`src/rtl/iobuf_seq_pkg.sv`:
```
// Shared types for the IOBUF bus sequencer.
//   state_t : sequencer FSM states
//   dir_t   : current bus direction as seen from the fabric side
//   max3    : helper for sizing the dwell counter
package iobuf_seq_pkg;

  typedef enum logic [1:0] {
    IDLE   = 2'd0,
    TURN   = 2'd1,
    DRIVE  = 2'd2,
    SETTLE = 2'd3
  } state_t;

  typedef enum logic {
    RELEASED = 1'b0,
    DRIVEN   = 1'b1
  } dir_t;

  function automatic int unsigned max3(input int unsigned a, input int unsigned b,
                                       input int unsigned c);
    int unsigned m;
    m = (a > b) ? a : b;
    return (m > c) ? m : c;
  endfunction

endpackage

```
`src/rtl/iob_dwell_counter.sv`:
```
// Down-counter that times how long the sequencer dwells in a state.
//   clk, rst_n : clock, asynchronous active-low reset
//   load       : strobe on state entry; count takes load_val (= cycles - 1)
//   load_val   : value loaded by the strobe
//   done       : high in the last cycle of the dwell (count reached zero)
module iob_dwell_counter #(
  parameter int unsigned CNT_W = 2
) (
  input  logic             clk,
  input  logic             rst_n,
  input  logic             load,
  input  logic [CNT_W-1:0] load_val,
  output logic             done
);

  logic [CNT_W-1:0] count_q;

  // NOTE: sequential state is updated with non-blocking assignments so every
  // flop samples pre-edge values regardless of block evaluation order.
  always_ff @(posedge clk or negedge rst_n) begin
    if (!rst_n) begin
      count_q <= '0;
    end else if (load) begin
      count_q <= load_val;
    end else if (count_q != '0) begin
      count_q <= count_q - CNT_W'(1);
    end
  end

  assign done = (count_q == '0);

endmodule

```
`src/rtl/iobuf_bus_sequencer.sv`:
```
// Half-duplex controller for WIDTH IOBUF cells sharing one external bus.
// Owns the T pins so the bus is never contended: every direction change goes
// through TURN dead time, writes are driven for DRIVE_CYCLES before the ack,
// reads wait SAMPLE_CYCLES with the bus released before capturing pad_o.
//   cmd_valid/cmd_ready/cmd_write/cmd_wdata : single-word command in
//   rsp_valid/rsp_write/rsp_rdata           : one-cycle response pulse out
//   pad_i/pad_t/pad_o                       : IOBUF I, T (1 = released), O
//   bus_driven                              : 1 while pad_t is all zeros
module iobuf_bus_sequencer
  import iobuf_seq_pkg::*;
#(
  parameter int unsigned WIDTH         = 8,
  parameter int unsigned TURN_CYCLES   = 2,
  parameter int unsigned DRIVE_CYCLES  = 1,
  parameter int unsigned SAMPLE_CYCLES = 2,
  parameter bit          PARK_DRIVEN   = 1'b1
) (
  input  logic             clk,
  input  logic             rst_n,
  input  logic             cmd_valid,
  output logic             cmd_ready,
  input  logic             cmd_write,
  input  logic [WIDTH-1:0] cmd_wdata,
  output logic             rsp_valid,
  output logic             rsp_write,
  output logic [WIDTH-1:0] rsp_rdata,
  output logic [WIDTH-1:0] pad_i,
  output logic [WIDTH-1:0] pad_t,
  input  logic [WIDTH-1:0] pad_o,
  output logic             bus_driven
);

  localparam int unsigned CNT_W = $clog2(max3(TURN_CYCLES, DRIVE_CYCLES, SAMPLE_CYCLES) + 1);
  localparam logic [CNT_W-1:0] TURN_LOAD   = CNT_W'(TURN_CYCLES - 1);
  localparam logic [CNT_W-1:0] DRIVE_LOAD  = CNT_W'(DRIVE_CYCLES - 1);
  localparam logic [CNT_W-1:0] SAMPLE_LOAD = CNT_W'(SAMPLE_CYCLES - 1);

  typedef struct packed {
    logic             write;
    logic [WIDTH-1:0] wdata;
  } pending_op_t;

  state_t           state_q, state_d;
  dir_t             dir_q, dir_d;
  pending_op_t      pend_q, pend_d;
  logic [WIDTH-1:0] pad_i_q, pad_i_d;
  logic             rsp_valid_q, rsp_valid_d;
  logic             rsp_write_q, rsp_write_d;
  logic [WIDTH-1:0] rsp_rdata_q, rsp_rdata_d;
  logic             cnt_load;
  logic [CNT_W-1:0] cnt_val;
  logic             cnt_done;

  iob_dwell_counter #(.CNT_W(CNT_W)) u_dwell (
    .clk      (clk),
    .rst_n    (rst_n),
    .load     (cnt_load),
    .load_val (cnt_val),
    .done     (cnt_done)
  );

  always_ff @(posedge clk or negedge rst_n) begin
    if (!rst_n) begin
      state_q     <= IDLE;
      dir_q       <= RELEASED;
      pend_q      <= '0;
      pad_i_q     <= '0;
      rsp_valid_q <= 1'b0;
      rsp_write_q <= 1'b0;
      rsp_rdata_q <= '0;
    end else begin
      state_q     <= state_d;
      dir_q       <= dir_d;
      pend_q      <= pend_d;
      pad_i_q     <= pad_i_d;
      rsp_valid_q <= rsp_valid_d;
      rsp_write_q <= rsp_write_d;
      rsp_rdata_q <= rsp_rdata_d;
    end
  end

  // NOTE: every signal written here gets a default first, so no path can
  // leave one unassigned and infer a latch.
  always_comb begin
    state_d     = state_q;
    dir_d       = dir_q;
    pend_d      = pend_q;
    pad_i_d     = pad_i_q;
    rsp_valid_d = 1'b0;
    rsp_write_d = rsp_write_q;
    rsp_rdata_d = rsp_rdata_q;
    cnt_load    = 1'b0;
    cnt_val     = '0;

    unique case (state_q)
      IDLE: begin
        if (cmd_valid) begin
          pend_d   = '{write: cmd_write, wdata: cmd_wdata};
          cnt_load = 1'b1;
          if (cmd_write && dir_q == DRIVEN) begin
            // Already driving: no turnaround, present the new word at once.
            state_d = DRIVE;
            cnt_val = DRIVE_LOAD;
            pad_i_d = cmd_wdata;
          end else if (!cmd_write && dir_q == RELEASED) begin
            state_d = SETTLE;
            cnt_val = SAMPLE_LOAD;
          end else begin
            // Release in the first busy cycle so the far end never sees an
            // overlap between our drive and its response.
            state_d = TURN;
            cnt_val = TURN_LOAD;
            dir_d   = RELEASED;
          end
        end
      end

      TURN: begin
        if (cnt_done) begin
          cnt_load = 1'b1;
          if (pend_q.write) begin
            state_d = DRIVE;
            cnt_val = DRIVE_LOAD;
            dir_d   = DRIVEN;
            pad_i_d = pend_q.wdata;
          end else begin
            state_d = SETTLE;
            cnt_val = SAMPLE_LOAD;
          end
        end
      end

      DRIVE: begin
        if (cnt_done) begin
          state_d     = IDLE;
          rsp_valid_d = 1'b1;
          rsp_write_d = 1'b1;
          dir_d       = PARK_DRIVEN ? DRIVEN : RELEASED;
        end
      end

      SETTLE: begin
        if (cnt_done) begin
          state_d     = IDLE;
          rsp_valid_d = 1'b1;
          rsp_write_d = 1'b0;
          rsp_rdata_d = pad_o;
        end
      end

      default: state_d = IDLE;
    endcase
  end

  assign cmd_ready  = (state_q == IDLE);
  assign rsp_valid  = rsp_valid_q;
  assign rsp_write  = rsp_write_q;
  assign rsp_rdata  = rsp_rdata_q;
  assign pad_i      = pad_i_q;
  assign pad_t      = {WIDTH{dir_q == RELEASED}};
  assign bus_driven = (dir_q == DRIVEN);

endmodule

```
`config.mk`:
```
export PLATFORM = sky130hd
export DESIGN_NAME = iobuf_bus_sequencer
export DESIGN_NICKNAME = d
export VERILOG_FILES = /design/src/rtl/iobuf_seq_pkg.sv /design/src/rtl/iob_dwell_counter.sv /design/src/rtl/iobuf_bus_sequencer.sv
export SDC_FILE = /design/constraint.sdc
export NUM_CORES = 1
export LEC_CHECK = 0
export CAP_MARGIN = 20
export CORE_MARGIN = 2
export CORE_UTILIZATION = 55
export DETAILED_ROUTE_END_ITERATION = 16
export DONT_BUFFER_PORTS = 1
export PLACE_DENSITY = 0.8
export SYNTH_ARGS = -nofsm -noshare
export SYNTH_HDL_FRONTEND = slang
export SYNTH_SLANG_ARGS = --single-unit
export TNS_END_PERCENT = 1
```
`constraint.sdc`:
```
create_clock -name clk -period 2.16 [get_ports clk]
set_input_delay 0.324 -clock clk [delete_from_list [all_inputs] [get_ports clk]]
set_output_delay 0.324 -clock clk [all_outputs]
set_load 0.05 [all_outputs]
```
-- Word-level counts from Yosys, hierarchy flattened
Cells that the tools add are included.
W data, S select, Z words.
- logic and storage cells: 72
- bits in registers: 32
- equal/unequal tests: 12
- add/sub/neg operators: 1
- bitwise gates (word level): 1
- reductions and logical operators: 17
- mux-type cells: 32
- operator list (kind ; number):
    $mux W8 ; 4
    $pmux W8 S2 ; 1
    $mux W1 ; 15
    $mux W2 ; 7
    $ne A2 B2 Y1 const B ; 7
    $reduce_bool A2 Y1 ; 4
    $reduce_and A7 Y1 ; 1
    $pmux W1 S2 ; 3
    $pmux W2 S3 ; 1
    $reduce_and A3 Y1 ; 2
    $reduce_and A5 Y1 ; 1
    $eq A2 B2 Y1 const B ; 2
    $logic_not A2 Y1 ; 2
    $ne A2 B1 Y1 const B ; 2
    $reduce_and A2 Y1 ; 2
    $pmux W1 S3 ; 1
    $reduce_bool A3 Y1 ; 1
    $eq A2 B1 Y1 const B ; 1
    $logic_and A1 B1 Y1 ; 2
    $reduce_or A2 Y1 ; 1
    $sub A2 B1 Y2 const B ; 1
    $logic_not A1 Y1 ; 1
    $not A1 Y1 ; 1

-- Logic depth before layout (Yosys ltp)
Gate-level depths: netlist of the first run.
- word-level depth: 6
- gate-level depth with buffers: 8

-- Cells and area by module
Synthesis of the first run repeated with hierarchy kept, for this count alone.
- cells, all modules: 130
- area total of the unflattened synthesis: 1604.0 um^2
- by module, submodules not included (module ; area each (um^2) ; cells an instance ; times used):
    iobuf_bus_sequencer ; 1490.2 ; 118 ; 1
    iob_dwell_counter ; 113.9 ; 12 ; 1

-- Worst setup path before layout of the first run
No wires, ideal clock.
- kind: reg-to-reg
- start point: register dir_q (netlist: bus_driven)
- end point: register dir_q (netlist: bus_driven)
- data arrival time: 1843 ps
- path buffers: 0
- stages on the path, launching flop included: 6
- data required time: 2035 ps
- slack: 193 ps
- cell sequence: dfrtp_1 -> inv_1 -> ha_1 -> o21ai_0 -> nand3_1 -> mux2_2
- cells in the longest elaborated chain, start to end: 4
- elaborated cells between the ends (all ways): 6
- classes of those cells: eq/ne: 2; bitwise: 1; reduce/logical: 3
- ends and longest elaborated chain (element ; line ; RTL):
    start: declaration ; iobuf_bus_sequencer.sv:44 ; dir_t dir_q, dir_d;
    start signal: assignment ; iobuf_bus_sequencer.sv:73 ; dir_q <= dir_d;
    $not A1 Y1 ; -- ;
    named net pad_t[0] ; iobuf_bus_sequencer.sv:28 ; output logic [WIDTH-1:0] pad_t,
    $logic_and A1 B1 Y1 ; iobuf_bus_sequencer.sv:105 ; end else if (!cmd_write && dir_q == RELEASED) begin
    $ne A2 B2 Y1 (no source line) ; -- ;
    $reduce_and A7 Y1 (no source line) ; -- ;
The timed path passes the listed nets, and every way through them passes these cells.
A chain may end at the register's enable or synchronous reset.

-- Final worst setup path of the first run
- start point: register state_q[0]
- end point: register dir_q (netlist: bus_driven)
- cells in the longest elaborated chain, start to end: 3
- elaborated cells between the ends (all ways): 12
- classes of those cells: eq/ne: 8; mux: 1; reduce/logical: 3
- ends and longest elaborated chain (element ; line ; RTL):
    start: declaration ; iobuf_bus_sequencer.sv:43 ; state_t state_q, state_d;
    start signal: assignment ; iobuf_bus_sequencer.sv:72 ; state_q <= state_d;
    $eq A2 B2 Y1 (tied with other cells) ; iobuf_bus_sequencer.sv:95 ; unique case (state_q)
    $ne A2 B2 Y1 (no source line) / $reduce_bool A3 Y1 (equally long branches) ; -- ;
    $reduce_and A7 Y1 (no source line) ; -- ;
Several ways; a longest one is shown, not always the timed one.

==> flow_summary.ini, run 1 <==
[grt]
grt_pass1_vias = 1025
grt-ovfl-total = 0
grt_max_degree = 33
grt_pass1_wl_um = 4650
antenna_found_initial = 0
grt_usage = 0.1900

[route]
firstDrtPassIters = 4
drt_iter0_drc = 23
vias = 961
final_antenna_net_count = 0
drc = 0
drt-total-wl_um = 2714
avgRoutedWirePerCell_um = 15.51
via_per_inst = 5.491

[yosys]
synth_ff_type = dfrtp_1
post-synth-top-count-cell = dfrtp_1
syn_area_sq_um = 1594
synth.distinct_cells = 20
yosys-top-cells-count = 32 x dfrtp_1, 17 x mux2_2, 13 x a21oi_1, 13 x nor2_1, 11 x mux2i_1
synth_top_area_share = 0.5024
netlist_top_cells_area = dfrtp_1 50%, mux2_2 12%, ha_1 7.8%
syn_avg_cell_area_sq_um = 11.39
async_flop_share = 1.000
netlist_instances = 140
yosysTopAreaCell = dfrtp_1
synth_edf_count = 0
syn_nets = 170
synth_warnings = 0
ys_seq_area_frac = 0.5024
synth-seq-cells = 32

[cts]
cts_tree = yes
cts_setup_buffers = 0
cts_buffers = 5
clk_path_buf_depth = 2
cts_resized = 0
htree_levels = 2
ctsHoldBuffers = 2
clock_sinks = 32
clock_latency_ns = 0.34
clock-root-buffer = clkbuf_4
clk_pin_slew_ns = 0.11

[floorplanning]
initial_utilization = 0.5780
fp.dieW_um = 57.84
dieHeight_um = 57.84
die_area_sq_um = 3345
boundaryPins = 48
coreArea_sq_um = 2758
num_rows = 19

[setup_path]
critPathSlowestCell = dfrtp_1
critPathKind = flop to flop
worst_path_largest_cell_delay_ns = 0.43
path_max_fanout = 7
cp_cell_sequence = inv_1, ha_1, nor2b_1, a21oi_1, nand3_1, mux2_2
end_kind = flop
reg2regPathDepth = 6
cp-start-kind = flop
crit_family = flip-flops
critPathRequiredTime_ns = 2.39
path_depth = 6
critical_path_arrival_ns = 2.03
crit_buf_inv = 1

[flow_run]
drv_cap = 0

[cells_and_area]
ff_latch_area_sq_um = 800.8
area_delta_synth_final_pct = 8.634
diodes = 0
multi_input_area_sq_um = 680.7
layout.nets = 173
fillers = 219
final_layout_size_suffix_gt1_frac = 0.2431

[timing]
tightestPinTransition_ns = 0.5240
finalClockSkew_ns = 0.01209
rsz0062_at_grt = no
finalSetupViolCount = 0
setup_tns_ns = 0
period_needed_ns = 1.800
timing.final.crit_share = 0.8333
finalHoldViolations = 0
max_slew_margin = 0.6507
drv_slew = 0
fmax_mhz = 555.6

[status]
status = completed

[placement]
gp_congestion = 0.8724
hpwl_um = 1959
port_buffers = 0

[worst_hold_path]
hold_depth = 1
min_path_type = input port to flop
[routing by layer]
layer / part of all wire / GRT usage / vias to the layer above
met5: 0 / 0 / -
met4: 0.023 / 0.09967 / 0
met3: 0.083 / 0.1004 / 8
met2: 0.50 / 0.2760 / 37
met1: 0.39 / 0.2292 / 447
li1: - / - / 469
[worst paths after layout]
check	end	slack, ns	from
worst max-delay path	bus_driven	0.36	state_q[0]
worst min-delay path	rsp_rdata[7]	0.12	pad_o[7]
max in group asynchronous	pad_i[1]	1.57	rst_n
worst max register to register	bus_driven	0.36	state_q[0]
min in group asynchronous	rsp_write	0.41	rst_n
worst min register to register	pend_q[7]	0.52	pend_q[7]
[cell type report]
cell class              instances  area share
flip-flops and latches         32      0.4624
multi-input cells              88      0.3931
clock inverters                 1     0.01734
well taps                      31     0.02240
repair buffers                  7     0.04624
inverters                       9     0.02095
clock buffers                   7     0.03757
[cell usage in the layout (no fill, tap or decap)]
| cell | netlist | layout |
|---|---|---|
| nand2_1 | 9 | 9 |
| inv_4 | 0 | 1 |
| dfrtp_1 | 32 | 32 |
| buf_12 | 0 | 2 |
| o21ai_0 | 7 | 7 |
| bufinv_16 | 0 | 1 |
| nor2_1 | 13 | 13 |
| nand3_1 | 1 | 1 |
| a211oi_4 | 1 | 1 |
| mux2i_1 | 11 | 11 |
| clkbuf_8 | 0 | 2 |
| clkbuf_4 | 0 | 5 |
| dlygate4sd3_1 | 0 | 1 |
| a21oi_1 | 13 | 13 |
| a21oi_2 | 2 | 2 |
| inv_1 | 9 | 8 |
| ha_1 | 10 | 10 |
| nor2b_1 | 1 | 1 |
| xor2_1 | 1 | 1 |
| buf_4 | 7 | 4 |
| mux2_2 | 17 | 17 |
| o22ai_1 | 1 | 1 |
| nor3b_1 | 1 | 1 |
[state kept, by name, summed over array words and instances, names as in the netlist]
register and count:
bus_driven 1, rsp_valid 1, rsp_rdata 8, rsp_write 1
pend_q 9, u_dwell.count_q 2, state_q 2, pad_i 8
[per-stage QoR]
step	util	worst slack (ns)	hold WS, ns	area (sq um)	std cells
3_5_place_dp	0.5826	0.3720	0.02924	1607	165
6_report	0.6279	0.3601	0.1243	1732	175
2_1_floorplan	-	0.1926	0.02841	1594	140
5_1_grt	0.6279	0.1682	0.1072	1732	175
4_1_cts	0.6279	0.3619	0.1174	1732	175
3_3_place_gp	0.5826	0.4599	0.02922	1607	165
[cells by family (layout without fill, tap and decap cells)]
group | count (synthesis) | count (layout) | synth area share
and+or+nand+nor | 25 | 25 | 0.06358
muxes | 28 | 28 | 0.1892
buffers and inverters | 20 | 24 | 0.07064
adders and majority gates | 10 | 10 | 0.07849
xor gates and xnor gates | 1 | 1 | 0.005496
AOI/OAI and AO/OA | 24 | 24 | 0.09027
DFF | 32 | 32 | 0.5024
[worst reg2reg max path, stage by stage (launching register included)]
cell and delay (ns):
dfrtp_1 0.43, inv_1 0.14, ha_1 0.30, nor2b_1 0.33
a21oi_1 0.08, nand3_1 0.10, mux2_2 0.32
Power of run 1 is not shown: default switching activity piles up to over one toggle a cycle in this logic, so the estimate is an artifact.
==> inputs of run 2 (changes only) <==
Settings changed: PLACE_DENSITY 0.8 to 0.83.
Clock period 2.16 ns to 1.5 ns, I/O delays scaled along.
==> flow_summary.ini, run 2 (synthesized netlist as in run 1, its figures left out) <==
[worst_hold_path]
hold_depth = 1
min_path_type = input port to flop
hp-start = pad_o[4]
min_to = rsp_rdata[4]

[setup_path]
critical_path_arrival_ns = 1.40
path_max_fanout = 5
end_kind = output port
worst_path_largest_cell_delay_ns = 0.45
r2r_slack_ns = -0.07
critPathKind = flop to output port
reg2regPathDepth = 7
critPathSlowestCell = dfrtp_2
r2r-end = state_q[0]
critPathRequiredTime_ns = 1.27
cp-start-kind = flop
cp_cell_sequence = clkinvlp_4, buf_12, buf_16
reg2reg_from = state_q[1]

[route]
drc = 0
drt-total-wl_um = 3374
vias = 1101
avgRoutedWirePerCell_um = 17.57
final_antenna_net_count = 0
via_per_inst = 5.734
drt_iter0_drc = 30
firstDrtPassIters = 4

[grt]
grt_usage = 0.2188
grt_pass1_wl_um = 5388
grtUsageMet2 = 0.3766
antenna_found_initial = 0
grt-ovfl-total = 0
busiest_layer = met2
grt.met1_usage = 0.2415
grt.met3_usage = 0.06920
grt_pass1_vias = 1215
grt_max_degree = 33

[timing]
rsz0062_at_grt = yes
drv_slew = 0
max_slew_margin = 0.6598
finalHoldViolations = 0
finalSetupViolCount = 25
postLayoutSetupSlackWorst_ns = -0.1284
tightestPinTransition_ns = 0.5104
period_needed_ns = 1.628
timing.final.crit_share = 1.086
finalClockSkew_ns = 0.006427
fmax_mhz = 614.1

[placement]
placed_area_sq_um = 1762
hpwl_um = 2217
gp_congestion = 0.8586
port_buffers = 0

[cts]
clk_path_buf_depth = 2
cts_tree = yes
clk_pin_slew_ns = 0.10
clock-root-buffer = clkbuf_4
clock_sinks = 32
cts_buffers = 5
clock_latency_ns = 0.33
htree_levels = 2

[floorplanning]
num_rows = 19
coreArea_sq_um = 2758
initial_utilization = 0.5780
die_area_sq_um = 3345
fp.dieW_um = 57.84
dieHeight_um = 57.84
boundaryPins = 48

[status]
status = finished with violations
violations = negative setup slack

[cells_and_area]
layout_common_cells = 31 x dfrtp_1, 17 x mux2_2, 15 x buf_4, 13 x nor2_1, 11 x a21oi_1
postLayoutCellArea_sq_um = 2002
final_common_cell = dfrtp_1
area_delta_synth_final_pct = 25.59
largest_register_ffs = 9
regMostFlops = pend_q
final_layout_size_suffix_gt1_frac = 0.4224
layout.nets = 190
diodes = 0

[flow_run]
drv_cap = 0
[run 2: cell count changes in the layout (fill, tap and decap cells not counted), moves of 4 or more]
cell	previous run	this run
inv_2	0	4
ha_1	10	4
inv_1	8	4
buf_4	4	15
ha_4	0	4
[run 2: worst max-delay path by stage]
stage | startpoint | endpoint | slack (ns)
6_report | bus_driven | pad_t[4] | -0.13
5_1_grt | bus_driven | pad_t[4] | -0.16
4_1_cts | bus_driven | pad_t[0] | -0.13
3_5_place_dp | u_dwell.count_q[0] | pad_i[6] | -0.13
3_3_place_gp | u_dwell.count_q[0] | pad_i[4] | 0.005
2_1_floorplan | bus_driven | bus_driven | -0.30
[run 2: cell type report]
type                    count  area (sq um)
repair buffers             24         267.8
flip-flops and latches     32         802.0
fillers                   180         755.7
well taps                  31         38.79
multi-input cells          88         760.7
clock buffers               7         65.06
clock inverters             1         30.03
inverters                   9         37.54
[run 2: metrics by stage]
step                      TNS, ns  std cells  hold WS [ns]  worst slack [ns]  utilization
after floorplan            -1.398        140      -0.07059           -0.3044            -
after global placement          0        179      -0.06970          0.004866       0.6388
after detailed placement   -1.124        179      -0.06985           -0.1292       0.6388
after CTS                  -1.528        191       0.03128           -0.1300       0.7210
after global routing       -3.089        192       0.02205           -0.1599       0.7260
final                      -1.528        192       0.03484           -0.1284       0.7260
[run 2: per-layer routing]
layer / up-vias / part of all wire
li1: 507 / -
met1: 548 / 0.39
met2: 38 / 0.53
met3: 8 / 0.061
met4: 0 / 0.019
met5: - / 0
[run 2: repair_timing]
action,CTS,global route
endpoints found under the hold margin,32,0
gates cloned,1,0
hold buffers,2,0
resized for setup,18,6
setup buffers,2,2
endpoints found under the setup margin,31,20
pin swaps,2,1
[run 2: worst max-delay path: cells and delay by family (launching register included)]
kind	cells	cell delay, ns
flip-flops	1	0.45
buffers and inverters	3	0.62
Power of run 2 is left out for the same reason.
==> inputs of run 3 (changes only) <==
Settings changed: SYNTH_HIERARCHICAL set to 1.
==> flow_summary.ini, run 3 <==
[timing]
finalSetupViolCount = 27
drv_slew = 0
timing.final.crit_share = 1.072
postLayoutSetupSlackWorst_ns = -0.1085
setup_tns_ns = -1.632
finalHoldViolations = 0
hold_slack_ns = 0.04088
fmax_mhz = 621.7
finalClockSkew_ns = 0.007495
rsz0062_at_grt = yes
period_needed_ns = 1.608

[cells_and_area]
regMostFlops = pend_q
fillers = 177
area_delta_synth_final_pct = 28.08
postLayoutCellArea_sq_um = 2054
final_layout_size_suffix_gt1_frac = 0.5548
layout_common_cells = 31 x dfrtp_1, 28 x mux2_2, 18 x buf_4
final_common_cell = dfrtp_1
layout.nets = 183
largest_register_ffs = 9
diodes = 0

[yosys]
syn_area_sq_um = 1604
synth_warnings = 6
synth_ff_type = dfrtp_1
syn_avg_cell_area_sq_um = 12.34
ys_seq_area_frac = 0.4992
netlist_top_cells_area = dfrtp_1 50%, mux2_2 22%, ha_1 7.0%
netlist_instances = 130
synth-seq-cells = 32
yosys-top-cells-count = 32 x dfrtp_1, 32 x mux2_2, 9 x ha_1
yosysTopAreaCell = dfrtp_1
synth_top_area_share = 0.4992
syn_nets = 159
synth.distinct_cells = 23
synth_edf_count = 0
async_flop_share = 1.000

[setup_path]
end_kind = flop
critPathSlowestCell = dfrtp_1
critical_path_arrival_ns = 1.82
worst_path_largest_cell_delay_ns = 0.44
path_max_fanout = 4
cp-start-kind = flop
cp_cell_sequence = ha_2, buf_4, nor2_2, a21oi_2, buf_4, o31a_1
startpoint = state_q[0]
reg2reg_from = state_q[0]
critPathRequiredTime_ns = 1.71
critPathKind = flop to flop
worst_path_most_repeated_cell = buf_4

[cts]
cts_buffers = 5
clock_latency_ns = 0.33
clock_sinks = 32
cts_tree = yes
htree_levels = 2
clk_pin_slew_ns = 0.10
clock-root-buffer = clkbuf_4
clk_path_buf_depth = 2

[route]
final_antenna_net_count = 0
drt-total-wl_um = 3162
avgRoutedWirePerCell_um = 17.00
via_per_inst = 5.591
drt_iter0_drc = 8
drc = 0
vias = 1040
firstDrtPassIters = 4

[placement]
place_ws_ns = -0.2529
port_buffers = 0
gp_congestion = 0.8818
hpwl_um = 2146
placed_area_sq_um = 1760

[floorplanning]
die_area_sq_um = 3365
fp.dieW_um = 58.01
initial_utilization = 0.5817
num_rows = 19
coreArea_sq_um = 2758
dieHeight_um = 58.01
boundaryPins = 48

[grt]
grt_pass1_wl_um = 5271
antenna_found_initial = 0
grt_pass1_vias = 1085
grt_usage = 0.2173
grt-ovfl-total = 0
grt_max_degree = 33

[worst_hold_path]
hp-start = cmd_wdata[1]
min_path_type = input port to flop

[status]
status = finished with violations
violations = negative setup slack

[flow_run]
drv_cap = 0
[run 3: cell types whose count changed after synthesis, sizes merged, moves of 3 or more]
cell    delta
mux2      +16
nand2b     +3
mux2i      -8
nand2      -3
a21oi      -9
nor2       -6
o21ai      -3
[run 3: area by class of cell]
| cell class | count | area, sq um | area share |
|---|---|---|---|
| sequential | 32 | 802.0 | 0.3904 |
| timing repair buffer | 27 | 281.5 | 0.1370 |
| multi-input combinational | 80 | 803.3 | 0.3910 |
| inverter | 8 | 33.78 | 0.01644 |
| clock buffer | 7 | 65.06 | 0.03167 |
| tap | 31 | 38.79 | 0.01888 |
| clock inverter | 1 | 30.03 | 0.01462 |
[run 3: worst paths after layout]
check / end / slack (ns) / cells after the start
max reg2reg: u_dwell/count_q[1] / -0.11 / 6
min: pend_q[1] / 0.04 / 1
min in group asynchronous: rsp_rdata[3] / 0.35 / 2
max in group asynchronous: bus_driven / 0.98 / 2
min reg2reg: pend_q[4] / 0.51 / 1
max: u_dwell/count_q[1] / -0.11 / 6
[run 3: critical path: cells and delay by family (launching register included)]
family,cells,cell delay (ns)
compound gates,2,0.36
fa+ha+maj,1,0.23
buf+inv,2,0.30
flops,1,0.44
simple gates,1,0.16
[run 3: kinds of logic (layout without fill, tap and decap cells)]
logic type / after synthesis / count (layout) / synth area share
multiplexers: 36 / 36 / 0.2504
flip-flops: 32 / 32 / 0.4992
AND/OR/NAND/NOR: 21 / 21 / 0.06942
buffers and inverters: 18 / 43 / 0.06084
AO/OA/AOI/OAI: 12 / 12 / 0.04212
adder cells (fa/ha/maj): 9 / 9 / 0.07020
other: 1 / 1 / 0.002338
XOR/XNOR: 1 / 1 / 0.005461
[run 3: metal layers]
metal,vias up,share of wire,GRT usage
li1,485,-,-
met1,511,0.35,0.2324
met5,-,0,0
met4,0,0.010,0.07309
met3,4,0.073,0.08705
met2,40,0.57,0.3880
[run 3: timing repair]
action,in CTS,in global routing
gates resized for setup,28,7
endpoints found under the setup margin,37,37
pin swaps,3,0
hold endpoints to repair,32,0
hold buffers,2,0
buffers inserted,4,0
[run 3: per-stage QoR]
stage / instances / utilization
after floorplan: 130 / -
after global placement: 172 / 0.6384
after detailed placement: 172 / 0.6384
after CTS: 186 / 0.7341
after global routing: 186 / 0.7450
final: 186 / 0.7450
Power of run 3 is left out for the same reason.
